[src/rtl/uart_tx.sv]
// uart_tx: 8N1 UART transmitter with a byte FIFO, enable gating and break generation
module uart_tx #(
   parameter int CLK_HZ         = 100000000,
   parameter int BIT_RATE       = 9600,
   parameter int CLOCKS_PER_BIT = CLK_HZ / BIT_RATE,
   parameter int FIFO_DEPTH     = 4
) (
   input  logic       CLK,
   input  logic       reset,
   input  logic       uart_tx_en,
   input  logic       uart_tx_valid,
   input  logic [7:0] uart_tx_data,
   output logic       uart_tx_ready,
   input  logic       uart_tx_break,
   output logic       uart_txd,
   output logic       uart_tx_busy,
   output logic       uart_tx_done
);
   localparam int CW = (CLOCKS_PER_BIT > 1) ? $clog2(CLOCKS_PER_BIT) : 1;
   localparam int AW = $clog2(FIFO_DEPTH);
   localparam int OW = AW + 1;
   localparam logic [CW-1:0] LAST = CW'(CLOCKS_PER_BIT - 1);
   localparam logic [OW-1:0] FULL = OW'(FIFO_DEPTH);

   typedef enum logic [2:0] {IDLE, START, DATA, STOP, BREAK, BRK_MARK} state_t;

   state_t        state_q, state_d;
   logic [CW-1:0] cnt_q, cnt_d;
   logic [2:0]    idx_q, idx_d;
   logic [7:0]    shift_q, shift_d;
   logic          txd_q, txd_d;
   logic [7:0]    mem_q [FIFO_DEPTH];
   logic [AW-1:0] wr_q, wr_d, rd_q, rd_d;
   logic [OW-1:0] occ_q, occ_d;
   logic          push, pop, last, decide;

   assign uart_tx_ready = occ_q < FULL;
   assign uart_txd      = txd_q;
   assign uart_tx_busy  = state_q != IDLE;
   assign last          = cnt_q == LAST;
   assign uart_tx_done  = state_q == STOP && last;
   assign push          = uart_tx_valid && uart_tx_ready;
   // the last stop-bit cycle makes the same start/break choice as IDLE so frames run back to back
   assign decide        = state_q == IDLE || uart_tx_done;

   // FIFO pointers wrap naturally at the power-of-two depth
   always_comb begin
      wr_d  = push ? wr_q + AW'(1) : wr_q;
      rd_d  = pop ? rd_q + AW'(1) : rd_q;
      occ_d = occ_q + OW'(push) - OW'(pop);
   end

   // FSM next state, bit timing and registered line value
   always_comb begin
      state_d = state_q;
      cnt_d   = last ? '0 : cnt_q + CW'(1);
      idx_d   = idx_q;
      shift_d = shift_q;
      txd_d   = txd_q;
      pop     = 1'b0;
      case (state_q)
         START: if (last) begin
            state_d = DATA;
            idx_d   = '0;
            txd_d   = shift_q[0];
         end
         DATA: if (last) begin
            if (idx_q == 3'd7) begin
               state_d = STOP;
               txd_d   = 1'b1;
            end else begin
               idx_d = idx_q + 3'd1;
               txd_d = shift_q[idx_q + 3'd1];
            end
         end
         BREAK: begin
            cnt_d = '0;
            if (!uart_tx_break) begin
               state_d = BRK_MARK;
               txd_d   = 1'b1;
            end
         end
         BRK_MARK: if (last) begin
            state_d = IDLE;
            txd_d   = 1'b1;
         end
         default: ;
      endcase
      if (decide) begin
         cnt_d   = '0;
         state_d = IDLE;
         txd_d   = 1'b1;
         if (uart_tx_break) begin
            state_d = BREAK;
            txd_d   = 1'b0;
         end else if (uart_tx_en && occ_q != '0) begin
            state_d = START;
            txd_d   = 1'b0;
            pop     = 1'b1;
            shift_d = mem_q[rd_q];
         end
      end
   end

   // state registers; reset abandons any frame and flushes the queue
   always_ff @(posedge CLK) begin
      if (reset) begin
         state_q <= IDLE;
         cnt_q   <= '0;
         idx_q   <= '0;
         shift_q <= '0;
         txd_q   <= 1'b1;
         wr_q    <= '0;
         rd_q    <= '0;
         occ_q   <= '0;
      end else begin
         state_q <= state_d;
         cnt_q   <= cnt_d;
         idx_q   <= idx_d;
         shift_q <= shift_d;
         txd_q   <= txd_d;
         wr_q    <= wr_d;
         rd_q    <= rd_d;
         occ_q   <= occ_d;
      end
   end

   // FIFO storage
   always_ff @(posedge CLK) begin
      if (push && !reset) mem_q[wr_q] <= uart_tx_data;
   end
endmodule

[config.mk]
export PLATFORM = sky130hd
export DESIGN_NAME = uart_tx
export DESIGN_NICKNAME = d
export VERILOG_FILES = /design/src/rtl/uart_tx.sv
export SDC_FILE = /design/constraint.sdc
export NUM_CORES = 1
export LEC_CHECK = 0
export ABC_AREA = 0
export CORE_ASPECT_RATIO = 1.25
export CORE_MARGIN = 1.5
export CORE_UTILIZATION = 55
export CTS_BUF_LIST = sky130_fd_sc_hd__clkbuf_8
export DETAILED_ROUTE_END_ITERATION = 12
export DONT_BUFFER_PORTS = 1
export PLACE_DENSITY = 0.67
export SYNTH_ARGS = -nofsm -noshare
export SYNTH_HDL_FRONTEND = slang
export SYNTH_SLANG_ARGS = --single-unit
[constraint.sdc]
create_clock -name CLK -period 5.41 [get_ports CLK]
set_input_delay 1.082 -clock CLK [delete_from_list [all_inputs] [get_ports CLK]]
set_output_delay 1.082 -clock CLK [all_outputs]
set_load 0.01 [all_outputs]
## Yosys cells after proc, flatten, opt, wreduce, memory -nomap -nowiden

Memory sizes are Yosys's and may differ from the RTL's. A register that Yosys moved wholly into a read port is not among the register bits.
Index checks and enable logic that the tools add are counted.

| storage, ports and cells | value |
|---|---|
| memory bits (writable) | 32 |
| output and inout port bits | 4 |
| word-level logic and storage cells | 76 |
| register bits after elaboration | 28 |
| memories | 1 |

Memory list:

| memory | words | bits a word | read ports | clocked after memory_dff | write ports | line | RTL |
|---|---|---|---|---|---|---|---|
| mem_q | 4 | 8 | 1 | 1 | 1 | 32 | `logic [7:0] mem_q [FIFO_DEPTH];` |

| cells by class | value |
|---|---|
| $lt $le $gt $ge | 2 |
| bitwise gates (word level) | 1 |
| mux-type cells | 28 |
| reductions and logical operators | 16 |
| equal/unequal tests | 15 |
| $add $sub $neg | 6 |

Operators by type and width:

| kind | count |
|---|---|
| $mux W3 | 9 |
| $mux W1 | 15 |
| $ne A3 B3 Y1 const B | 5 |
| $add A14 B1 Y14 const B | 1 |
| $eq A14 B14 Y1 const B | 1 |
| $pmux W3 S4 | 1 |
| $eq A3 B3 Y1 const B | 3 |
| $eq A3 B2 Y1 const B | 2 |
| $ne A2 B2 Y1 const B | 3 |
| $pmux W3 S2 | 1 |
| $reduce_and A6 Y1 | 1 |
| $reduce_bool A3 Y1 | 2 |
| $reduce_and A5 Y1 | 1 |
| $reduce_bool A5 Y1 | 1 |
| $add A2 B1 Y2 const B | 2 |
| $logic_and A1 B1 Y1 | 4 |
| $lt A3 B4 Y1 const B | 1 |
| $pmux W1 S4 | 1 |
| $reduce_and A4 Y1 | 1 |
| $reduce_or A4 Y1 | 1 |
| $add A3 B1 Y3 | 1 |
| $add A3 B1 Y3 const B | 1 |
| $bmux W1 S3 | 1 |
| $eq A3 B1 Y1 const B | 1 |
| other kinds (8) | 8 |

## Logic depth before layout (Yosys ltp)

Gate-level depths: netlist (run 1).

| logic depth | value |
|---|---|
| depth after elaboration | 7 |
| mapped depth | 14 |

## Worst setup path after synthesis (run 1)

No wires, ideal clock.

| timing | value |
|---|---|
| kind | input -> register |
| start | input uart_tx_en |
| end | register occ_q[2] |
| path slack | 2.323 ns |
| setup time | 0.128 ns |
| buffers on the path | 1 |
| arrival | 2.959 ns |
| cell stages on the path | 13 |
| data required time | 5.282 ns |
| cells stage by stage | o31ai_1 nor3_1 o21ai_0 buf_2 inv_1 ha_1 inv_1 ha_1 inv_1 fa_1 xnor2_1 xnor2_1 nor2_1 |

| on the way | value |
|---|---|
| word-level cells in the longest chain between the ends | 5 |

Ends and longest elaborated chain:

| element | line | RTL |
|---|---|---|
| start, declared | 10 | `input logic uart_tx_en,` |
| $logic_and A1 B1 Y1 | 96 | `end else if (uart_tx_en && occ_q != '0) begin` |
| $mux W1 | 96 |  |
| $mux W1 | 93 | `if (uart_tx_break) begin` |
| $mux W1 | 89 | `if (decide) begin` |
| named net pop | 35 | `logic push, pop, last, decide;` |
| $sub A3 B1 Y3 | 50 | `occ_d = occ_q + OW'(push) - OW'(pop);` |
| end signal, assigned | 115 | `occ_q <= '0;` |
| end signal, assigned | 124 | `occ_q <= occ_d;` |
| end, declared | 34 | `logic [OW-1:0] occ_q, occ_d;` |

The timed path passes the listed nets, and every way through them passes these cells.
A chain may end at the register's enable or synchronous reset.

## Worst setup path after layout (run 1)

| timing | value |
|---|---|
| start | register cnt_q[0] |
| end | register occ_q[2] |

| on the way | value |
|---|---|
| word-level cells in the longest chain between the ends | 5 |

Ends and longest elaborated chain:

| element | line | RTL |
|---|---|---|
| start, declared | 28 | `logic [CW-1:0] cnt_q, cnt_d;` |
| start signal, assigned | 118 | `cnt_q <= cnt_d;` |
| $eq A14 B14 Y1 | 40 | `assign last = cnt_q == LAST;` |
| $logic_and A1 B1 Y1 | 41 | `assign uart_tx_done = state_q == STOP && last;` |
| $logic_or A1 B1 Y1 | 44 | `assign decide = state_q == IDLE \|\| uart_tx_done;` |
| $mux W1 | 89 |  |
| named net pop | 35 |  |
| $sub A3 B1 Y3 | 50 |  |

The timed path passes the listed nets, and every way through them passes these cells.

==> flow_summary.html, run 1 <==
<table>
<tr><th>Metric</th><th>Value</th></tr>
<tr><th colspan="2">Status</th></tr>
<tr><td>Run status</td><td>finished, final reports clean</td></tr>
<tr><th colspan="2">Floorplan</th></tr>
<tr><td>Die width</td><td>69.1 µm</td></tr>
<tr><td>Total die area</td><td>5920 µm²</td></tr>
<tr><td>Row cnt</td><td>29</td></tr>
<tr><td>Core Box Area</td><td>5190 µm²</td></tr>
<tr><td>Boundary pin count</td><td>17</td></tr>
<tr><td>Die outline height</td><td>85.7 µm</td></tr>
<tr><td>Initial core utilization</td><td>57.9%</td></tr>
<tr><th colspan="2">Critical path</th></tr>
<tr><td>Family of cells with the greatest summed delay on the critical path</td><td>adder cells</td></tr>
<tr><td>Crit path capture type</td><td>flip-flop</td></tr>
<tr><td>Worst path required time</td><td>5.64 ns</td></tr>
<tr><td>Crit-path slowest cell</td><td>o21ai_1</td></tr>
<tr><td>Worst Setup Path Type</td><td>reg2reg</td></tr>
<tr><td>Sequence of cells on the critical path</td><td>ha_1, nand3_1, nor4_2, o21ai_1, inv_1, ha_1, inv_1, ha_1, inv_1, fa_1, xnor2_1, xnor2_1, nor2_1</td></tr>
<tr><td>Delay of the slowest critical-path stage</td><td>0.82 ns</td></tr>
<tr><td>Element type at the critical path start</td><td>flip-flop</td></tr>
<tr><td>Data arrival time of the critical path</td><td>3.43 ns</td></tr>
<tr><td>Buf+Inv Stages, Crit Path</td><td>3</td></tr>
<tr><td>Largest fanout on the critical path</td><td>11</td></tr>
<tr><th colspan="2">Global routing</th></tr>
<tr><td>Largest net degree at the start of global routing</td><td>26</td></tr>
<tr><td>Met3 capacity usage during global routing</td><td>5.88%</td></tr>
<tr><td>GR Overflow Total</td><td>0</td></tr>
<tr><td>First-pass GRT wire length</td><td>8.28 mm</td></tr>
<tr><td>Highest-utilization routing layer at the global route stage</td><td>met2</td></tr>
<tr><td>Met1 layer usage reported by global route</td><td>21.5%</td></tr>
<tr><td>Vias in the first global route</td><td>1824</td></tr>
<tr><td>Met2 capacity usage during global routing</td><td>30.2%</td></tr>
<tr><td>Number of antenna violations at the first check in global routing</td><td>0</td></tr>
<tr><td>Tot GR Track Use</td><td>17.7%</td></tr>
<tr><th colspan="2">CTS</th></tr>
<tr><td>Clock sink total</td><td>68</td></tr>
<tr><td>Max H-tree Level</td><td>3</td></tr>
<tr><td>CTS Buf Count</td><td>9</td></tr>
<tr><td>Clock Pin Slew Worst Setup and Hold Paths</td><td>0.07 ns</td></tr>
<tr><td>Hold buffer count at cts</td><td>0</td></tr>
<tr><td>Latest clock arrival within the worst-skew pair</td><td>0.33 ns</td></tr>
<tr><td>Root buffer cell</td><td>clkbuf_8</td></tr>
<tr><td>Number of buffers on the longest clock path</td><td>2</td></tr>
<tr><td>Total setup buffers inserted after CTS</td><td>0</td></tr>
<tr><td>Post-cts gate resize count</td><td>0</td></tr>
<tr><td>CTS tree</td><td>yes</td></tr>
<tr><th colspan="2">Logic synthesis</th></tr>
<tr><td>Most numerous cell types in the synthesized netlist</td><td>42 x nor2_1, 36 x dfxtp_1, 32 x edfxtp_1, 12 x nand2_1</td></tr>
<tr><td>Main area contributors after synthesis</td><td>edfxtp_1 32%, dfxtp_1 24%, mux4_2 6.7%</td></tr>
<tr><td>Dominant register cell in the synthesized netlist</td><td>dfxtp_1</td></tr>
<tr><td>Cell taking the most area after synthesis</td><td>edfxtp_1</td></tr>
<tr><td>Share of flip-flops with an asynchronous set or reset after synthesis</td><td>0%</td></tr>
<tr><td>Synth top area share</td><td>32.0%</td></tr>
<tr><td>Number of flops mapped to enable cells by yosys</td><td>32</td></tr>
<tr><td>Most repeated cell in the gate-level netlist after synthesis</td><td>nor2_1</td></tr>
<tr><td>Synth Register Bits</td><td>68</td></tr>
<tr><td>Unique masters post-synth</td><td>45</td></tr>
<tr><td>Syn. warnings</td><td>0</td></tr>
<tr><td>Sequential element share of the synthesized area</td><td>55.9%</td></tr>
<tr><td>Gate count after technology mapping</td><td>254</td></tr>
<tr><td>Synthesized net count</td><td>277</td></tr>
<tr><td>Cell area after technology mapping</td><td>3010 µm²</td></tr>
<tr><td>Mapped Avg Cell Area</td><td>11.8 µm²</td></tr>
<tr><th colspan="2">Detailed routing</th></tr>
<tr><td>Final routed DRC violation total</td><td>0</td></tr>
<tr><td>Via density per instance</td><td>5.42</td></tr>
<tr><td>Final wirelength</td><td>4.71 mm</td></tr>
<tr><td>Number of nets with antenna violations after routing</td><td>0</td></tr>
<tr><td>Detail-routed net length per standard cell</td><td>14.6 µm</td></tr>
<tr><td>DRC violation total after the first TritonRoute iteration</td><td>55</td></tr>
<tr><td>Via Count</td><td>1746</td></tr>
<tr><td>Count of TritonRoute iterations in the first routing pass</td><td>4</td></tr>
<tr><th colspan="2">Timing</th></tr>
<tr><td>Worst hold margin</td><td>0.461 ns</td></tr>
<tr><td>Endpoints failing hold</td><td>0</td></tr>
<tr><td>Final setup fails</td><td>0</td></tr>
<tr><td>Total count of max-transition violations in the final report</td><td>0</td></tr>
<tr><td>Worst clock skew</td><td>0.00524 ns</td></tr>
<tr><td>Slew at the pin closest to its max-slew limit</td><td>1.05 ns</td></tr>
<tr><td>Slack of the critical path</td><td>2.20 ns</td></tr>
<tr><td>Final TNS setup</td><td>0 ns</td></tr>
<tr><td>RSZ-0062 raised after global routing</td><td>false</td></tr>
<tr><td>Worst max-slew margin expressed relative to the limit</td><td>29.8%</td></tr>
<tr><td>Ratio of final minimum period to clock period</td><td>59.2%</td></tr>
<tr><td>Upper clock frequency limit</td><td>312 MHz</td></tr>
<tr><td>Clock period minus worst slack</td><td>3.21 ns</td></tr>
<tr><th colspan="2">Finish</th></tr>
<tr><td>Post-route core utilization</td><td>63.3%</td></tr>
<tr><td>Layout cells sized above 1</td><td>11.5%</td></tr>
<tr><td>Layout-stage area growth over the synthesis result</td><td>9.24%</td></tr>
<tr><td>Fin nets</td><td>278</td></tr>
<tr><td>Number of antenna cells inserted</td><td>0</td></tr>
<tr><th colspan="2">Power and ir drop</th></tr>
<tr><td>Leakage</td><td>1.20 nW</td></tr>
<tr><td>Power density over the cells</td><td>376 nW/µm²</td></tr>
<tr><td>Total Power Consumption</td><td>0.00123 W</td></tr>
<tr><td>Worst voltage drop across the vdd grid</td><td>0.318 mV</td></tr>
<tr><th colspan="2">Min path</th></tr>
<tr><td>Worst hold path class</td><td>reg2reg</td></tr>
<tr><th colspan="2">Placed design</th></tr>
<tr><td>HPWL Detailed</td><td>3.23 mm</td></tr>
<tr><td>Placer's final routability congestion estimate</td><td>0.741</td></tr>
<tr><td>Total of buffers placed on input and output ports</td><td>0</td></tr>
<tr><td>Worst Setup Slack post-DPL</td><td>2.02 ns</td></tr>
<tr><th colspan="2">Job</th></tr>
<tr><td># Max-Cap Violations</td><td>0</td></tr>
</table>
==> tightest hold or removal path, delay by kind of cell, from the launching register on <==
kind             cells  cell delay (ns)
flip-flops           1             0.32
AND/OR/NAND/NOR      1             0.05
AO/OA/AOI/OAI        1             0.05
==> cell usage in the layout, fill, tap and decap left out, types with 8 or more instances in the layout <==
cell type	instances
nor2_1	42
ha_1	9
dfxtp_1	36
clkbuf_8	9
mux4_2	9
edfxtp_1	32
mux2i_1	11
nand2_1	12
xnor2_1	9
xor2_1	8
inv_1	12
==> report_power, final <==
part	internal [W]	total (W)	switching, W
clock network	0.000305	0.000492	0.000187
logic	0.0000684	0.000136	0.0000678
registers	0.000574	0.000606	0.0000325
==> state kept, by name, summed over array words and instances, names as in the netlist <==
register  flops
state_q       3
mem_q        32
wr_q          2
uart_txd      1
idx_q         3
cnt_q        14
rd_q          2
shift_q       8
occ_q         3
==> per-layer routing <==
layer  part of all wire, %  up-vias
met5                     0        -
li1                      -      897
met2                    49       24
met3                   3.4        6
met4                   1.1        0
met1                    46      819
==> worst paths after layout <==
check	startpoint	endpoint	slack, ns	depth (start not counted)
hold reg to reg	idx_q[2]$_SDFFE_PP0P_	idx_q[2]$_SDFFE_PP0P_	0.46	2
hold / removal	idx_q[2]$_SDFFE_PP0P_	idx_q[2]$_SDFFE_PP0P_	0.46	2
setup / recovery	cnt_q[0]$_SDFF_PP0_	occ_q[2]$_SDFF_PP0_	2.20	13
setup reg to reg	cnt_q[0]$_SDFF_PP0_	occ_q[2]$_SDFF_PP0_	2.20	13
==> through the flow <==
step	std cells	cell area (µm²)
floorplan	254	3010
global placement	306	3040
detailed placement	306	3040
CTS	322	3280
global route	322	3280
finish	322	3280
==> logic make-up after synthesis <==
family / count (synthesis) / share of synthesized area, %
and+or+nand+nor: 95 / 16.4
DFF: 68 / 55.9
muxes: 21 / 10.8
AOI/OAI and AO/OA: 22 / 4.74
adders and majority gates: 10 / 4.41
xor gates and xnor gates: 17 / 4.95
buffers and inverters: 21 / 2.75
==> cell type report <==
type | count | area, µm²
Clock buffer | 9 | 124
Clock inverter | 7 | 118
Fill cell | 430 | 1900
Sequential cell | 68 | 1680
Inverter | 11 | 41.3
Tap cell | 62 | 77.6
Multi-Input combinational cell | 165 | 1240
(Power assumes the default switching activity.)
==> inputs of run 2 (changes only) <==
Settings changed: PLACE_DENSITY 0.67 to 0.7.
Clock period 5.41 ns to 2.6 ns, I/O delays scaled along.
==> run 2 against run 1 <==
  * Sequential power up 110%
  * Final area up 3.7%
  * First-iteration DRC count down 7.3%
  * Register-to-register slack worse by 2.1 ns
  * Global-route usage up 0.93 points
  * Critical path type unchanged
  * Wire length up 5.3%
  * Combinational power rose to 2.7 times the previous value
  * Worst hold slack worse by 0.22 ns
==> flow_summary.html, run 2 (same netlist as run 1, synthesis figures left out) <==
<table>
<tr><th>Metric</th><th>Value</th></tr>
<tr><th colspan="2">Floorplan</th></tr>
<tr><td>Core Box Area</td><td>5190 µm² (unchanged)</td></tr>
<tr><td>Boundary pin count</td><td>17 (unchanged)</td></tr>
<tr><td>Row cnt</td><td>29 (unchanged)</td></tr>
<tr><td>Die width</td><td>69.1 µm (unchanged)</td></tr>
<tr><td>Initial core utilization</td><td>57.9% (unchanged)</td></tr>
<tr><td>Total die area</td><td>5920 µm² (unchanged)</td></tr>
<tr><td>Die outline height</td><td>85.7 µm (unchanged)</td></tr>
<tr><th colspan="2">Detailed routing</th></tr>
<tr><td>Number of nets with antenna violations after routing</td><td>0 (unchanged)</td></tr>
<tr><td>Count of TritonRoute iterations in the first routing pass</td><td>4 (unchanged)</td></tr>
<tr><td>DRC violation total after the first TritonRoute iteration</td><td>51 (-7.3%)</td></tr>
<tr><td>Detail-routed net length per standard cell</td><td>14.9 µm (+2.1%)</td></tr>
<tr><td>Via density per instance</td><td>5.42 (-0.12%)</td></tr>
<tr><td>Final routed DRC violation total</td><td>0 (unchanged)</td></tr>
<tr><td>Via Count</td><td>1798 (+3.0%)</td></tr>
<tr><td>Final wirelength</td><td>4.96 mm (+5.3%)</td></tr>
<tr><th colspan="2">Job</th></tr>
<tr><td># Max-Cap Violations</td><td>0 (unchanged)</td></tr>
<tr><th colspan="2">Min path</th></tr>
<tr><td>Worst Hold Path EP</td><td>idx_q[2]$_SDFFE_PP0P_</td></tr>
<tr><td>Hold wc startpoint</td><td>reset</td></tr>
<tr><td>Worst hold path class</td><td>in2reg</td></tr>
<tr><td>Number of cells on the worst hold path</td><td>1 (-1)</td></tr>
<tr><th colspan="2">CTS</th></tr>
<tr><td>Hold buffer count at cts</td><td>0 (unchanged)</td></tr>
<tr><td>CTS tree</td><td>yes</td></tr>
<tr><td>Max H-tree Level</td><td>3 (unchanged)</td></tr>
<tr><td>Clock sink total</td><td>68 (unchanged)</td></tr>
<tr><td>Number of buffers on the longest clock path</td><td>2 (unchanged)</td></tr>
<tr><td>Latest clock arrival within the worst-skew pair</td><td>0.34 ns (about the same)</td></tr>
<tr><td>Root buffer cell</td><td>clkbuf_8</td></tr>
<tr><td>Clock Pin Slew Worst Setup and Hold Paths</td><td>0.07 ns (about the same)</td></tr>
<tr><td>CTS Buf Count</td><td>9 (unchanged)</td></tr>
<tr><th colspan="2">Timing</th></tr>
<tr><td>Clock period minus worst slack</td><td>2.50 ns (-0.709 ns)</td></tr>
<tr><td>Upper clock frequency limit</td><td>401 MHz (+28%)</td></tr>
<tr><td>Ratio of final minimum period to clock period</td><td>96.0% (+37 points)</td></tr>
<tr><td>Slew at the pin closest to its max-slew limit</td><td>0.651 ns (-0.396 ns)</td></tr>
<tr><td>Total count of max-transition violations in the final report</td><td>0 (unchanged)</td></tr>
<tr><td>RSZ-0062 raised after global routing</td><td>true</td></tr>
<tr><td>Worst clock skew</td><td>0.00704 ns (+0.00181 ns)</td></tr>
<tr><td>Endpoints failing hold</td><td>0 (unchanged)</td></tr>
<tr><td>Final setup fails</td><td>0 (unchanged)</td></tr>
<tr><td>Worst max-slew margin expressed relative to the limit</td><td>56.6% (+27 points)</td></tr>
<tr><th colspan="2">Critical path</th></tr>
<tr><td>Sequence of cells on the critical path</td><td>or4b_4, nor4_4, o21ai_2, inv_2, ha_4, inv_4, ha_4, inv_2, fa_2, xnor2_2, xnor2_1, nor2_1</td></tr>
<tr><td>Worst reg2reg endpoint</td><td>occ_q[2]$_SDFF_PP0_</td></tr>
<tr><td>Worst Setup Path Type</td><td>reg2reg</td></tr>
<tr><td>Data arrival time of the critical path</td><td>2.73 ns (-0.70 ns)</td></tr>
<tr><td>Crit-path slowest cell</td><td>or4b_4</td></tr>
<tr><td>Element type at the critical path start</td><td>flip-flop</td></tr>
<tr><td>Buf+Inv Stages, Crit Path</td><td>3 (unchanged)</td></tr>
<tr><td>Family of cells with the greatest summed delay on the critical path</td><td>simple AND/OR/NAND/NOR gates</td></tr>
<tr><td>Crit path capture type</td><td>flip-flop</td></tr>
<tr><td>Reg2Reg Setup Slack</td><td>0.10 ns (-2.10 ns)</td></tr>
<tr><td>Largest fanout on the critical path</td><td>4 (-7)</td></tr>
<tr><td>R2R Path Start</td><td>cnt_q[10]$_SDFF_PP0_</td></tr>
<tr><td>Cell count of the worst reg-to-reg path</td><td>12 (-1)</td></tr>
<tr><td>Delay of the slowest critical-path stage</td><td>0.57 ns (-0.25 ns)</td></tr>
<tr><td>Worst path required time</td><td>2.83 ns (-2.81 ns)</td></tr>
<tr><th colspan="2">Finish</th></tr>
<tr><td>Fin nets</td><td>288 (+3.6%)</td></tr>
<tr><td>Max reg flops</td><td>32 (unchanged)</td></tr>
<tr><td>Layout cells sized above 1</td><td>19.3% (+7.7 points)</td></tr>
<tr><td>Number of antenna cells inserted</td><td>0 (unchanged)</td></tr>
<tr><td>Leading cell type in the layout, fill and taps excluded</td><td>nor2_1</td></tr>
<tr><td>Largest registers</td><td>mem_q x32, cnt_q x14, shift_q x8</td></tr>
<tr><td>Layout-stage area growth over the synthesis result</td><td>13.3%</td></tr>
<tr><td>Post-route core utilization</td><td>65.6% (+2.3 points)</td></tr>
<tr><td>Combined area of the multi-input logic cells</td><td>1310 µm² (+5.4%)</td></tr>
<tr><td>Final std cells w/o fill</td><td>332 (+3.1%)</td></tr>
<tr><td>Area of all sequential standard cells</td><td>1680 µm² (about the same)</td></tr>
<tr><td>Register bank with the most flops</td><td>mem_q</td></tr>
<tr><td>Fill cell count</td><td>393 (-8.6%)</td></tr>
<tr><td>Top library cells by usage in the layout, fill and taps aside</td><td>42 x nor2_1, 35 x dfxtp_1, 32 x edfxtp_1</td></tr>
<tr><th colspan="2">Status</th></tr>
<tr><td>Run status</td><td>finished, final reports clean</td></tr>
<tr><th colspan="2">Global routing</th></tr>
<tr><td>Largest net degree at the start of global routing</td><td>26 (unchanged)</td></tr>
<tr><td>First-pass GRT wire length</td><td>8.36 mm (+0.99%)</td></tr>
<tr><td>Vias in the first global route</td><td>1840 (+0.88%)</td></tr>
<tr><td>Tot GR Track Use</td><td>18.6% (+0.93 points)</td></tr>
<tr><td>Number of antenna violations at the first check in global routing</td><td>0 (unchanged)</td></tr>
<tr><td>GR Overflow Total</td><td>0 (unchanged)</td></tr>
<tr><th colspan="2">Power and ir drop</th></tr>
<tr><td>Total Power Consumption</td><td>0.00255 W (+110%)</td></tr>
<tr><td>Leakage</td><td>1.26 nW (+4.3%)</td></tr>
<tr><td>Power density over the cells</td><td>747 nW/µm² (+99%)</td></tr>
<tr><td>Worst voltage drop across the vdd grid</td><td>0.551 mV (+73%)</td></tr>
<tr><th colspan="2">Placed design</th></tr>
<tr><td>Post-placement cell count</td><td>316 (+3.3%)</td></tr>
<tr><td>HPWL Detailed</td><td>3.47 mm (+7.5%)</td></tr>
<tr><td>Placer's final routability congestion estimate</td><td>0.765 (+3.3%)</td></tr>
<tr><td>Total of buffers placed on input and output ports</td><td>0 (unchanged)</td></tr>
</table>
run 2: cell types whose count changed in the layout (fill, tap and decap cells not counted), sizes merged:
cell    change
buf        +10
bufinv      -1
clkinv      +1
run 2: worst reg2reg max path: stages (launching register included):
cell and delay [ns]:
dfxtp_2 0.34, or4b_4 0.57, nor4_4 0.19, o21ai_2 0.11, inv_2 0.08, ha_4 0.20, inv_4 0.05, ha_4 0.11
inv_2 0.03, fa_2 0.36, xnor2_2 0.17, xnor2_1 0.13, nor2_1 0.05
run 2: worst max-delay path by stage:
stage                         startpoint                   to  depth (start not counted)
floorplan           cnt_q[10]$_SDFF_PP0_  occ_q[2]$_SDFF_PP0_                         13
global placement    cnt_q[10]$_SDFF_PP0_  occ_q[2]$_SDFF_PP0_                         12
detailed placement   cnt_q[0]$_SDFF_PP0_  occ_q[2]$_SDFF_PP0_                         13
CTS                  cnt_q[0]$_SDFF_PP0_  occ_q[2]$_SDFF_PP0_                         13
global route        cnt_q[10]$_SDFF_PP0_  occ_q[2]$_SDFF_PP0_                         12
finish              cnt_q[10]$_SDFF_PP0_  occ_q[2]$_SDFF_PP0_                         12
run 2: where the power goes:
group / switching, W / internal (W) / total [W]
sequential: 0.0000600 / 0.00119 / 0.00125
combinational: 0.000177 / 0.000184 / 0.000361
clock: 0.000395 / 0.000536 / 0.000931
total: 0.000632 / 0.00191 / 0.00255
run 2: area by class of cell:
| class | count | area share (%) |
|---|---|---|
| repair buffers | 10 | 2.20 |
| clock inverters | 7 | 2.72 |
| clock buffers | 9 | 3.64 |
| well taps | 62 | 2.28 |
| inverters | 11 | 1.29 |
| flip-flops and latches | 68 | 49.4 |
| multi-input cells | 165 | 38.5 |
run 2: timing repair:
| action | 4_1_cts | 5_1_grt |
|---|---|---|
| buffers inserted | 0 | 0 |
| resized for setup | 0 | 5 |
| setup endpoints to repair | 0 | 1 |
run 2: routing by layer:
metal	track usage (%)	part of all wire (%)	vias to the layer above
li1	-	-	916
met1	21.5	43	844
met2	30.4	51	25
met3	4.47	2.9	13
met4	13.5	2.7	0
met5	0	0	-
run 2: stage by stage:
stage	cell area, µm²	hold WS [ns]	setup WS (ns)	TNS [ns]
global placement	3170	0.432	0.116	0
global route	3410	0.227	-0.0213	-0.0213
finish	3410	0.242	0.104	0
detailed placement	3170	0.439	0.0742	0
CTS	3380	0.222	0.0450	0
floorplan	3060	0.418	-0.0473	-0.0473
